--- src/rtl/alu_wb_stage.sv ---
// ALU writeback stage: 2-entry in-order buffer feeding the register-file write port,
// with sticky overflow-trap capture and a saturating trap counter.
module alu_wb_stage #(
  parameter int DW = 32,
  parameter int CW = 8
) (
  input  logic          clk,
  input  logic          rst_n,
  input  logic          in_valid,
  output logic          in_ready,
  input  logic [DW-1:0] in_result,
  input  logic          in_overflow,
  input  logic [2:0]    in_opcode,
  input  logic [4:0]    in_rd,
  output logic          out_valid,
  input  logic          out_ready,
  output logic [DW-1:0] out_result,
  output logic [4:0]    out_rd,
  output logic          out_we,
  output logic          exc_flag,
  output logic [4:0]    exc_rd,
  input  logic          exc_clear,
  output logic [CW-1:0] ovf_count
);

  // state | meaning
  // EMPTY | no entries buffered
  // ONE   | slot 0 holds the head entry
  // TWO   | slots 0 and 1 both hold entries; input stalled
  localparam logic [1:0] EMPTY = 2'd0;
  localparam logic [1:0] ONE   = 2'd1;
  localparam logic [1:0] TWO   = 2'd2;

  logic [1:0]    state;
  logic [1:0]    state_nxt;
  logic          run;
  logic [DW-1:0] res0;
  logic [DW-1:0] res1;
  logic [4:0]    rd0;
  logic [4:0]    rd1;
  logic          we0;
  logic          we1;
  logic          in_acc;
  logic          out_acc;
  logic          trap;

  // run holds in_ready low until the first edge after reset release
  assign in_ready   = run & (state != TWO) & ~exc_flag;
  assign out_valid  = (state != EMPTY);
  assign out_result = res0;
  assign out_rd     = rd0;
  assign out_we     = out_valid & we0;

  assign in_acc  = in_valid & in_ready;
  assign out_acc = out_valid & out_ready;
  assign trap    = in_opcode[2] & in_overflow;

  always_comb begin
    state_nxt = state;
    case (state)
      EMPTY: if (in_acc) state_nxt = ONE;
      ONE: begin
        if (in_acc && !out_acc)      state_nxt = TWO;
        else if (out_acc && !in_acc) state_nxt = EMPTY;
      end
      TWO: if (out_acc) state_nxt = ONE;
      default: state_nxt = EMPTY;
    endcase
  end

  always_ff @(posedge clk or negedge rst_n) begin
    if (!rst_n) begin
      state <= EMPTY;
      run   <= 1'b0;
      res0  <= '0;
      res1  <= '0;
      rd0   <= '0;
      rd1   <= '0;
      we0   <= 1'b0;
      we1   <= 1'b0;
    end else begin
      state <= state_nxt;
      run   <= 1'b1;
      // slot 0 is always the head; a pop from TWO shifts slot 1 forward
      if (in_acc && (state == EMPTY || (state == ONE && out_acc))) begin
        res0 <= in_result;
        rd0  <= in_rd;
        we0  <= ~trap;
      end else if (in_acc) begin
        res1 <= in_result;
        rd1  <= in_rd;
        we1  <= ~trap;
      end else if (out_acc && state == TWO) begin
        res0 <= res1;
        rd0  <= rd1;
        we0  <= we1;
      end
    end
  end

  always_ff @(posedge clk or negedge rst_n) begin
    if (!rst_n) begin
      exc_flag  <= 1'b0;
      exc_rd    <= '0;
      ovf_count <= '0;
    end else begin
      // in_acc already implies exc_flag == 0, so set and clear never collide
      if (in_acc && trap) begin
        exc_flag <= 1'b1;
        exc_rd   <= in_rd;
      end else if (exc_clear) begin
        exc_flag <= 1'b0;
      end
      if (in_acc && trap && (ovf_count != {CW{1'b1}}))
        ovf_count <= ovf_count + 1'b1;
    end
  end

endmodule

--- config.mk ---
export PLATFORM = sky130hd
export DESIGN_NAME = alu_wb_stage
export DESIGN_NICKNAME = d
export VERILOG_FILES = /design/src/rtl/alu_wb_stage.sv
export SDC_FILE = /design/constraint.sdc
export NUM_CORES = 1
export LEC_CHECK = 0
export CORE_MARGIN = 2
export CORE_UTILIZATION = 40
export CTS_BUF_LIST = sky130_fd_sc_hd__clkbuf_16
export CTS_CLUSTER_DIAMETER = 40
export DETAILED_ROUTE_END_ITERATION = 10
export PLACE_DENSITY = 0.79
export RECOVER_POWER = 50
export SETUP_SLACK_MARGIN = 0.15
export SYNTH_ARGS = -nofsm -noshare
export SYNTH_HDL_FRONTEND = slang
export SYNTH_SLANG_ARGS = --single-unit
--- constraint.sdc ---
create_clock -name clk -period 1.67 [get_ports clk]
set_input_delay 0.334 -clock clk [delete_from_list [all_inputs] [get_ports clk]]
set_output_delay 0.334 -clock clk [all_outputs]
set_load 0.005 [all_outputs]
* Word-level counts from Yosys, hierarchy flattened *
Index checks and enable logic that the tools add are counted.

cells by class
  add/subtract/negate cells = 1
  equal/unequal tests = 8
  muxes and demuxes = 16
  bitwise operators = 9
  reductions and logical operators = 17

operator list
  cell                                                                      number
  32-bit 2-to-1 mux                                                         3
  5-bit 2-to-1 mux                                                          3
  8-bit by 1-bit adder with 8-bit output (second input constant)            1
  2-bit 2-to-1 mux                                                          4
  8-bit inequality test (second input constant)                             1
  1-bit logical AND                                                         7
  1-bit bitwise AND                                                         6
  2-bit inequality test (second input constant)                             3
  2-bit case mux with 3 select lines                                        1
  2-bit nonzero test                                                        3
  1-bit 2-to-1 mux                                                          5
  2-bit AND reduction                                                       2
  3-bit inequality test (second input constant)                             1
  1-bit inverter                                                            3
  3-bit AND reduction                                                       1
  2-bit by 1-bit == test with 1-bit output (second input constant)          1
  2-bit == test (second input constant)                                     1
  1-bit logical NOT                                                         2
  2-bit logical NOT                                                         1
  2-bit by 1-bit inequality test with 1-bit output (second input constant)  1
  1-bit logical OR                                                          1

storage, ports and cells
  register bits = 93
  output and inout port bits = 54
  logic and storage cells = 62

* Longest topological paths before layout *
Gate-level depths: netlist of run 1.

  word-level depth = 9
  depth in mapped cells = 6
  depth with buffers taken out = 5

* Worst setup path before layout of run 1 *
No wires, ideal clock.

  path type = reg-to-reg
  from = register state[1]
  to = register ovf_count[5]
  library setup time = 0.079 ns
  arrival time = 1.569 ns
  path slack = 0.022 ns
  stages on the path, launching flop included = 6
  buffers on the path = 1
  clock period less this slack = 1.648 ns
  cells stage by stage = dfrtp_1 nor2b_1 or3_4 buf_6 nor4_4 xor2_1

on the way
  cells in the longest elaborated chain, start to end = 6

RTL lines
  element                          line  RTL
  start, declared                  34    logic [1:0] state;
  start signal, assigned           82    state <= state_nxt;
  2-bit inequality test            48    assign in_ready = run & (state != TWO) & ~exc_flag;
  1-bit bitwise AND (2 in series)  48
  1-bit bitwise AND                54    assign in_acc = in_valid & in_ready;
  1-bit logical AND (2 in series)  114   if (in_acc && trap && (ovf_count != {CW{1'b1}}))
  end signal, assigned             115   ovf_count <= ovf_count + 1'b1;
  end, declared                    23    output logic [CW-1:0] ovf_count

No other way between the ends.
A chain may end at the register's enable or synchronous reset.

* Worst setup path after layout of run 1 *
  from = register state[0]
  to = register res0[0], in the netlist out_result[0]

on the way
  cells in the longest elaborated chain, start to end = 7

RTL lines
  element                                                                                                         line    RTL
  2-bit inequality test / 2-bit nonzero test (equally long branches)                                              48, 49
  1-bit bitwise AND (on tied branches)                                                                            48, 55
  1-bit bitwise AND / 1-bit logical AND (equally long branches)                                                   48, 85
  1-bit bitwise AND / 1-bit logical OR (equally long branches)                                                    54, 85
  1-bit logical AND                                                                                               85      if (in_acc && (state == EMPTY || (state == ONE && out_acc))) begin
  2-bit by 1-bit inequality test with 1-bit output (no source line) / 2-bit nonzero test (equally long branches)  --
  2-bit AND reduction (no source line)                                                                            --
  end signal, assigned                                                                                            86      res0 <= in_result;
  end signal, assigned                                                                                            94      res0 <= res1;
  end, declared                                                                                                   37      logic [DW-1:0] res0;

Several ways; a longest one is shown, not always the timed one.

==> flow_metrics.env, run 1 <==
export IMPL_maxCapViolCount=0
export IMPL_die_area_sq_mm=0.01075
export IMPL_finalHoldViolations=0
export IMPL_timing_rr_start="state[0]"
export IMPL_rsz0062_at_grt="true"
export IMPL_reg2reg_to="out_result[0]"
export IMPL_violations="setup timing"
export IMPL_hp_start="we1"
export IMPL_grt_pass1_wl_microns=16240
export IMPL_critPathLaunchType="register"
export IMPL_num_vias=3099
export IMPL_wl_microns=11230
export IMPL_setup_viol=2
export IMPL_tritoncts="done"
export IMPL_post_route_period_util_pct=100.3
export IMPL_yosysWarnings=0
export IMPL_syn_nets=363
export IMPL_peakVddDrop_v=0.0007891
export IMPL_grt_ovfl_total=0
export IMPL_core_area_sq_mm=0.009729
export IMPL_nNetsFinal=530
export IMPL_ys_seq_elements=93
export IMPL_dieHeight_microns=103.7
export IMPL_clock_sinks=93
export IMPL_end_kind="register"
export IMPL_first_pass_iters=4
export IMPL_cp_data_arrival_time_ps=1900
export IMPL_grt_max_degree=52
export IMPL_cts_max_level=3
export IMPL_worst_pin_slew_ps=946.9
export IMPL_rows=36
export IMPL_crit_type="register to register"
export IMPL_powerDensity_mw_per_mm2=1363
export IMPL_portBuffers=97
export IMPL_slew_headroom_pct=36.87
export IMPL_diodes=0
export IMPL_drive_above_1_share_pct=42.92
export IMPL_clk_insertion_delay_late_ps=340
export IMPL_yosys_area_top_type="dfrtp_1"
export IMPL_clockRootBuffer="clkbuf_16"
export IMPL_holdWs_ps=480.7
export IMPL_layout_common_cells="dfrtp_1 (93), dlygate4sd2_1 (50), mux2_4 (39), clkdlybuf4s50_1 (39), mux2i_1 (31)"
export IMPL_dp_hpwl_microns=6181
export IMPL_path_max_fanout=5
export IMPL_whs_path_depth=1
export IMPL_synthesis_area_sq_mm=0.003974
export IMPL_hold_class="register to register"
export IMPL_drc_errors=0
export IMPL_skew_ps=6.428
export IMPL_final_common_cell="dfrtp_1"
export IMPL_post_drt_wl_per_cell_microns=18.11
export IMPL_period_needed_ps=1674
export IMPL_grt_pass1_vias=3244
export IMPL_antenna_found_initial=0
export IMPL_start_util_pct=40.84
export IMPL_synth_seq_area_share_pct=58.56
export IMPL_cts_buffers=9
export IMPL_place_ws_ps=-379.2
export IMPL_ff2ff_path_depth=9
export IMPL_die_w_microns=103.7
export IMPL_yosys_area_top_type_share_pct=58.56
export IMPL_layout_setup_ws_ps=-4.259
export IMPL_clk_pin_slew_worst_paths_ps=60
export IMPL_num_io_pins=100
export IMPL_syn_instance_count=315
export IMPL_grt_usage_pct=18.97
export IMPL_avgSynthCellArea_sq_um=12.62
export IMPL_outcome="complete, but fails checks"
export IMPL_fmax_mhz=597.3
export IMPL_min_to="we1"
export IMPL_drtIter0Drc=84
export IMPL_fill_cells=703
export IMPL_cts_buffer_depth=2
export IMPL_ys_top_cells_by_area="dfrtp_1 (59%), mux2_2 (12%), mux2i_1 (9.1%)"
export IMPL_required_ps=1890
export IMPL_reg2reg_slack_ps=-4
export IMPL_area_growth_pct=70.97
export IMPL_place_congestion=0.7789
export IMPL_yosysUniqueCellTypes=33
export IMPL_power_leakage_nw=3.481
export IMPL_slew_viol_final=0
export IMPL_antenna_left=0
export IMPL_via_per_inst=4.998
==> metrics by stage <==
step           util [%]  cells  power [mW]  instance area (sq um)  setup TNS [ps]
3_3_place_gp      55.47    559       6.205                   5396          -22080
6_report          69.83    620       9.263                   6794          -7.012
2_1_floorplan         -    315       4.760                   4014               0
4_1_cts           62.91    603       8.531                   6121               0
5_1_grt           69.83    620       9.751                   6794           -1333
3_5_place_dp      55.47    559       6.362                   5396          -22950
==> cell families after synthesis <==
logic type	share of synthesized area [%]
flops	58.56
mux	21.25
simple gates	8.785
compound gates	6.643
buf+inv	2.488
xor+xnor	1.543
fa+ha+maj	0.6296
other cells	0.09437
==> worst max-delay path by stage <==
| stage | startpoint | endpoint | slack (ps) |
|---|---|---|---|
| floorplan | exc_flag | ovf_count[5] | 70 |
| global placement | in_opcode[2] | ovf_count[3] | -350 |
| detailed placement | in_opcode[2] | ovf_count[1] | -380 |
| CTS | state[0] | exc_rd[1] | 40 |
| global route | state[0] | out_rd[1] | -70 |
| finish | state[0] | out_result[0] | -4 |
==> cell usage after synthesis (all sizes together) <==
master	number
nand3	3
a22oi	2
nor2	3
inv	3
nor3	3
nor3b	1
mux2	43
a21o	1
a2111oi	1
ha	2
clkbuf	7
or2	1
and4	2
mux2i	36
nand2	41
dfrtp	93
or3	1
nand3b	1
o21ai	39
nand2b	1
o2111ai	1
a311oi	1
nor2b	2
o2bb2ai	1
nor4b	2
conb	1
a21oi	1
nor4	2
buf	11
and2	2
xor2	7
==> per-layer routing <==
metal / up-vias / wire length, microns / GRT usage [%]
met5: - / 0 / 0
met4: 0 / 130 / 6.178
met3: 14 / 437 / 3.965
met2: 75 / 5951 / 33.21
met1: 1569 / 4707 / 23.47
li1: 1441 / - / -
==> sequential cells by signal, summed over array words and instances (netlist names), 2 cells and up <==
register,count
res1,32
exc_rd,5
rd1,5
ovf_count,8
out_result,32
out_rd,5
state,2
==> report_power, final <==
part | total, mW | switching, mW | internal, mW
Clock | 2.05 | 0.883 | 1.17
Sequential | 3.74 | 0.560 | 3.18
Combinational | 3.48 | 1.26 | 2.22
==> area by class of cell <==
type / instances / area, sq um / share of cell area [%]
clock buffer: 9 / 225.2 / 3.315
clock inverter: 7 / 76.32 / 1.123
inverter: 3 / 11.26 / 0.1657
multi-input combinational: 201 / 2027 / 29.83
sequential: 93 / 2327 / 34.25
tap: 133 / 166.4 / 2.449
timing repair buffer: 174 / 1961 / 28.86
==> worst max-delay path, stage by stage, from the launching register on <==
cell and delay, ps:
dfrtp_1 400, buf_6 130, buf_6 120, nor2b_4 150, buf_6 150, nand2_8 80
buf_12 140, buf_16 130, mux2i_1 180, o21ai_2 70
==> repair_timing <==
| action | 4_1_cts | 5_1_grt |
|---|---|---|
| buffers inserted | 21 | 9 |
| hold buffers | 1 | 0 |
| gates resized for setup | 109 | 143 |
| gates cloned | 6 | 8 |
| pin swaps | 16 | 29 |
| endpoints found under the hold margin | 51 | 0 |
| endpoints found under the setup margin | 140 | 98 |
Note: power is estimated with default switching activity, not from simulation.
==> run 2, diff against run 1 <==
Settings changed: CORE_UTILIZATION 40 to 44, PLACE_DENSITY 0.79 to 0.85.
==> run 2 against run 1 <==
Net effect:
- the run still ends with setup timing left
- non-clock buffer count fell by 9
- clock power fell by 14%
- global-route usage rose by 2.1 points
- critical endpoint is now exc_rd[1]
- clock skew barely moved
- largest cell class unchanged
- worst hold slack barely moved
==> flow_metrics.env, run 2 (synthesis gave the netlist of run 1 again) <==
export IMPL_num_vias=3092
export IMPL_drc_errors=0
export IMPL_grt_ovfl_total=0
export IMPL_wl_microns=11000
export IMPL_grt_max_degree=44
export IMPL_finalHoldViolations=0
export IMPL_portBuffers=97
export IMPL_cp_data_arrival_time_ps=1880
export IMPL_drtIter0Drc=83
export IMPL_core_area_sq_mm=0.008721
export IMPL_required_ps=1880
export IMPL_peakVddDrop_v=0.0006600
export IMPL_cts_max_level=3
export IMPL_pwr_share_comb_pct=36.4
export IMPL_rsz0062_at_grt="true"
export IMPL_clockRootBuffer="clkbuf_16"
export IMPL_end_kind="register"
export IMPL_layout_common_cells="dfrtp_1 (93), dlygate4sd2_1 (43), mux2_2 (41), clkdlybuf4s50_1 (40), mux2i_1 (36)"
export IMPL_final_common_cell="dfrtp_1"
export IMPL_clk_insertion_delay_late_ps=330
export IMPL_via_per_inst=5.295
export IMPL_layout_cells_non_filler=584
export IMPL_maxCapViolCount=0
export IMPL_outcome="complete, but fails checks"
export IMPL_powerDensity_mw_per_mm2=1348
export IMPL_start_util_pct=45.57
export IMPL_cts_buffer_depth=2
export IMPL_grt_pass1_wl_microns=16270
export IMPL_cts_buffers=9
export IMPL_setup_viol=1
export IMPL_seqPwrFrac_pct=43.1
export IMPL_antenna_found_initial=0
export IMPL_path_max_fanout=5
export IMPL_setup_tns_ps=-0.5020
export IMPL_period_needed_ps=1671
export IMPL_hold_class="input pin to async pin"
export IMPL_diodes=0
export IMPL_layout_setup_ws_ps=-0.5020
export IMPL_dieHeight_microns=99.04
export IMPL_fmax_mhz=598.6
export IMPL_post_drt_wl_per_cell_microns=18.83
export IMPL_die_w_microns=99.04
export IMPL_first_pass_iters=4
export IMPL_antenna_left=0
export IMPL_tritoncts="done"
export IMPL_worst_pin_slew_ps=581.8
export IMPL_placed_cells=533
export IMPL_violations="setup timing"
export IMPL_final_area_sq_mm=0.006381
export IMPL_holdWs_ps=481.2
export IMPL_place_congestion=0.8395
export IMPL_dp_hpwl_microns=6135
export IMPL_slew_headroom_pct=61.21
export IMPL_post_route_period_util_pct=100.0
export IMPL_skew_ps=6.032
export IMPL_multi_input_area_sq_mm=0.001896
export IMPL_switching_share_pct=29.50
export IMPL_place_ws_ps=-394.4
export IMPL_grt_usage_pct=21.02
export IMPL_grt_pass1_vias=3332
export IMPL_num_io_pins=100
export IMPL_slew_viol_final=0
export IMPL_power_internal_mw=6.063
export IMPL_clk_pin_slew_worst_paths_ps=60
export IMPL_drive_above_1_share_pct=41.18
export IMPL_crit_type="register to register"
export IMPL_power_frac_clock_pct=20.5
export IMPL_p_sw_mw=2.537
export IMPL_power_leakage_nw=3.270
export IMPL_seqCellArea_sq_mm=0.002327
export IMPL_clock_sinks=93
export IMPL_nNetsFinal=522
export IMPL_critPathLaunchType="register"
export IMPL_fill_cells=599
export IMPL_area_growth_pct=60.58
export IMPL_detailed_place_area_sq_mm=0.005370
export IMPL_rows=34
export IMPL_die_area_sq_mm=0.009808
==> run 2: changes by cell type in the layout (fill, tap and decap cells not counted), sizes merged <==
| cell | previous run | this run |
|---|---|---|
| clkbuf | 18 | 17 |
| clkdlybuf4s50 | 39 | 40 |
| or3 | 1 | 2 |
| buf | 71 | 63 |
| bufinv | 1 | 0 |
| clkinvlp | 2 | 0 |
| dlymetal6s2s | 4 | 10 |
| dlygate4sd2 | 50 | 43 |
==> run 2: final timing paths <==
check / start / slack (ps) / to / depth (start not counted)
setup / recovery: state[1] / -0.5 / exc_rd[1] / 5
hold / removal: rst_n / 480 / out_result[4] / 2
setup reg to reg: state[1] / -0.5 / exc_rd[1] / 5
hold reg to reg: ovf_count[6] / 490 / ovf_count[6] / 1
max in group asynchronous: rst_n / 190 / out_result[21] / 3
min in group clk: ovf_count[6] / 490 / ovf_count[6] / 1
==> run 2: critical path, stage by stage, from the launching register on <==
cell     delay (ps)
dfrtp_1         410
buf_6           130
nor2b_4         130
or3_4           440
buf_6           160
mux2_2          270
==> run 2: metrics by stage <==
stage          power [mW]  utilization [%]
3_5_place_dp        6.359            61.58
4_1_cts             8.171            68.22
6_report            8.600            73.17
2_1_floorplan       4.760                -
3_3_place_gp        6.183            61.58
5_1_grt             9.073            73.17
==> run 2: final cells by class <==
class / count / share of cell area (%)
tap: 108 / 2.118
sequential: 93 / 36.47
timing repair buffer: 165 / 27.71
inverter: 3 / 0.1765
clock buffer: 9 / 3.529
multi-input combinational: 202 / 29.71
clock inverter: 4 / 0.2941
==> run 2: what timing repair did <==
item / CTS / global route
pin swaps: 18 / 39
cloned: 6 / 4
endpoints found under the setup margin: 134 / 103
hold endpoints to repair: 16 / 0
setup buffers: 17 / 10
hold buffers: 1 / 0
resized for setup: 90 / 108
==> run 2: power groups by stage <==
stage,clock [mW],sequential (mW),combinational [mW]
6_report,1.76,3.70,3.13
5_1_grt,1.91,3.80,3.36
4_1_cts,1.79,3.68,2.71
3_5_place_dp,0,3.73,2.63
3_3_place_gp,0,3.66,2.52
2_1_floorplan,0,3.68,1.08
==> run 2: metal layers <==
layer | wire, microns | up-vias | GRT usage [%]
li1 | - | 1425 | -
met1 | 4517 | 1575 | 26.57
met2 | 5919 | 78 | 36.07
met3 | 415 | 14 | 4.965
met4 | 144 | 0 | 6.217
met5 | 0 | - | 0
==> run 3, diff against run 2 <==
Settings changed: CTS_BUF_LIST sky130_fd_sc_hd__clkbuf_16 to unset, TNS_END_PERCENT set to 20.
==> run 3 against run 2 <==
Net effect:
- cell count down 2.1%
- critical path depth increased by 3
- via count down 4.6%
- non-clock buffer count fell by 14
- die area did not move
- highest routed layer unchanged
- worst hold slack improved by 33 ps
- combinational power down 6%
- the flow still finishes with violations (setup timing)
- setup slack worse by 110 ps
- count of clock-buffer cells in the layout increased by 1
- register-to-register slack lost 110 ps
- cell area down 5.8%
- largest power group unchanged
- clock skew rose by 6.4 ps
==> flow_metrics.env, run 3 (synthesis gave the netlist of run 1 again) <==
export IMPL_outcome="complete, but fails checks"
export IMPL_violations="setup timing"
export IMPL_drc_errors=0
export IMPL_antenna_left=0
export IMPL_maxCapViolCount=0
export IMPL_core_area_sq_mm=0.008721
export IMPL_start_util_pct=45.57
export IMPL_post_drt_wl_per_cell_microns=17.31
export IMPL_slew_viol_final=0
export IMPL_via_per_inst=5.156
export IMPL_num_io_pins=100
export IMPL_cts_max_level=3
export IMPL_end_kind="register"
export IMPL_portBuffers=97
export IMPL_tritoncts="done"
export IMPL_clock_sinks=93
export IMPL_grt_pass1_wl_microns=16430
export IMPL_clk_pin_slew_worst_paths_ps=100
export IMPL_cts_buffer_depth=2
export IMPL_fin_total_pwr_mw=8.166
export IMPL_place_congestion=0.7698
export IMPL_drtIter0Drc=89
export IMPL_peakVddDrop_v=0.0006890
export IMPL_cts_buffers=9
export IMPL_layout_common_cells="dfrtp_1 (93), dlygate4sd2_1 (51), clkdlybuf4s50_1 (42), nand2_1 (39)"
export IMPL_path_max_fanout=6
export IMPL_powerDensity_mw_per_mm2=1358
export IMPL_dieHeight_microns=99.04
export IMPL_period_needed_ps=1782
export IMPL_dp_hpwl_microns=6234
export IMPL_clockRootBuffer="clkbuf_8"
export IMPL_required_ps=1910
export IMPL_cp_data_arrival_time_ps=2020
export IMPL_holdWs_ps=514.4
export IMPL_setup_tns_ps=-3283
export IMPL_skew_ps=12.41
export IMPL_fmax_mhz=561.2
export IMPL_die_area_sq_mm=0.009808
export IMPL_grt_max_degree=38
export IMPL_hold_class="register to register"
export IMPL_grt_pass1_vias=3267
export IMPL_clk_insertion_delay_late_ps=350
export IMPL_num_vias=2949
export IMPL_setup_viol=55
export IMPL_antenna_found_initial=0
export IMPL_grt_ovfl_total=0
export IMPL_crit_type="register to register"
export IMPL_area_growth_pct=51.29
export IMPL_first_pass_iters=4
export IMPL_wl_microns=9901
export IMPL_drive_above_1_share_pct=29.31
export IMPL_nNetsFinal=507
export IMPL_grt_usage_pct=21.30
export IMPL_critPathLaunchType="register"
export IMPL_rsz0062_at_grt="true"
export IMPL_power_leakage_nw=3.096
export IMPL_final_common_cell="dfrtp_1"
export IMPL_finalHoldViolations=0
export IMPL_rows=34
export IMPL_worst_pin_slew_ps=912.6
export IMPL_layout_setup_ws_ps=-111.9
export IMPL_slew_headroom_pct=39.16
export IMPL_post_route_period_util_pct=106.7
export IMPL_diodes=0
export IMPL_die_w_microns=99.04
run 3: changes by cell type in the layout (fill, tap and decap cells not counted), sizes merged:
cell and change:
clkbuf -4, bufinv +1, dlymetal6s2s -10, or3 -1, clkinvlp +3, clkinv -4, buf -9, inv +2
clkdlybuf4s50 +2, dlygate4sd2 +8
run 3: power breakdown:
part	switching, mW	leakage [nW]	internal (mW)
Combinational	1.07	1.86	1.87
Clock	0.816	0.0895	0.704
Sequential	0.529	1.15	3.17
Total	2.42	3.10	5.75
run 3: stage by stage:
step           cell area (sq um)  instances  worst slack (ps)  utilization, %
2_1_floorplan               4010        315             71.99               -
3_3_place_gp                5363        532            -353.5           61.49
3_5_place_dp                5363        532            -399.9           61.49
4_1_cts                     5936        572            -81.29           68.06
5_1_grt                     6012        572            -181.9           68.94
6_report                    6012        572            -111.9           68.94
run 3: repair_timing:
item / CTS / global route
pin swaps: 15 / 9
buffers inserted: 20 / 0
setup endpoints to repair: 128 / 96
hold endpoints to repair: 32 / 0
cloned: 3 / 0
resized for setup: 138 / 32
hold buffers: 1 / 0
run 3: cell type report:
| type | count | area (sq um) |
|---|---|---|
| fill | 651 | 2709 |
| sequential | 93 | 2327 |
| multi-input combinational | 201 | 1812 |
| timing repair buffer | 151 | 1529 |
| tap | 108 | 135.1 |
| clock buffer | 10 | 127.6 |
| clock inverter | 6 | 70.07 |
| inverter | 3 | 11.26 |
run 3: path summary, 6_finish.rpt:
kind                              start       endpoint  slack, ps  cells past startpoint
max reg2reg                    state[1]       res1[15]       -110                      8
max in group asynchronous         rst_n       res1[31]        150                      3
max                            state[1]       res1[15]       -110                      8
min                        ovf_count[7]   ovf_count[7]        510                      1
min in group asynchronous         rst_n  out_result[4]        630                      2
min reg2reg                ovf_count[7]   ovf_count[7]        510                      1
run 3: worst max-delay path, cell delays in order (launching register included):
cell	delay (ps)
dfrtp_1	410
buf_6	120
buf_6	100
buf_6	110
o2111ai_4	230
buf_6	140
buf_6	120
buf_16	140
mux2_4	300
run 3: metal layers:
metal | up-vias | wire length [microns] | global-route usage [%]
met5 | - | 0 | 0
met4 | 0 | 144 | 6.322
met3 | 13 | 558 | 4.965
met2 | 78 | 5107 | 37.53
met1 | 1467 | 4091 | 26.05
li1 | 1391 | - | -
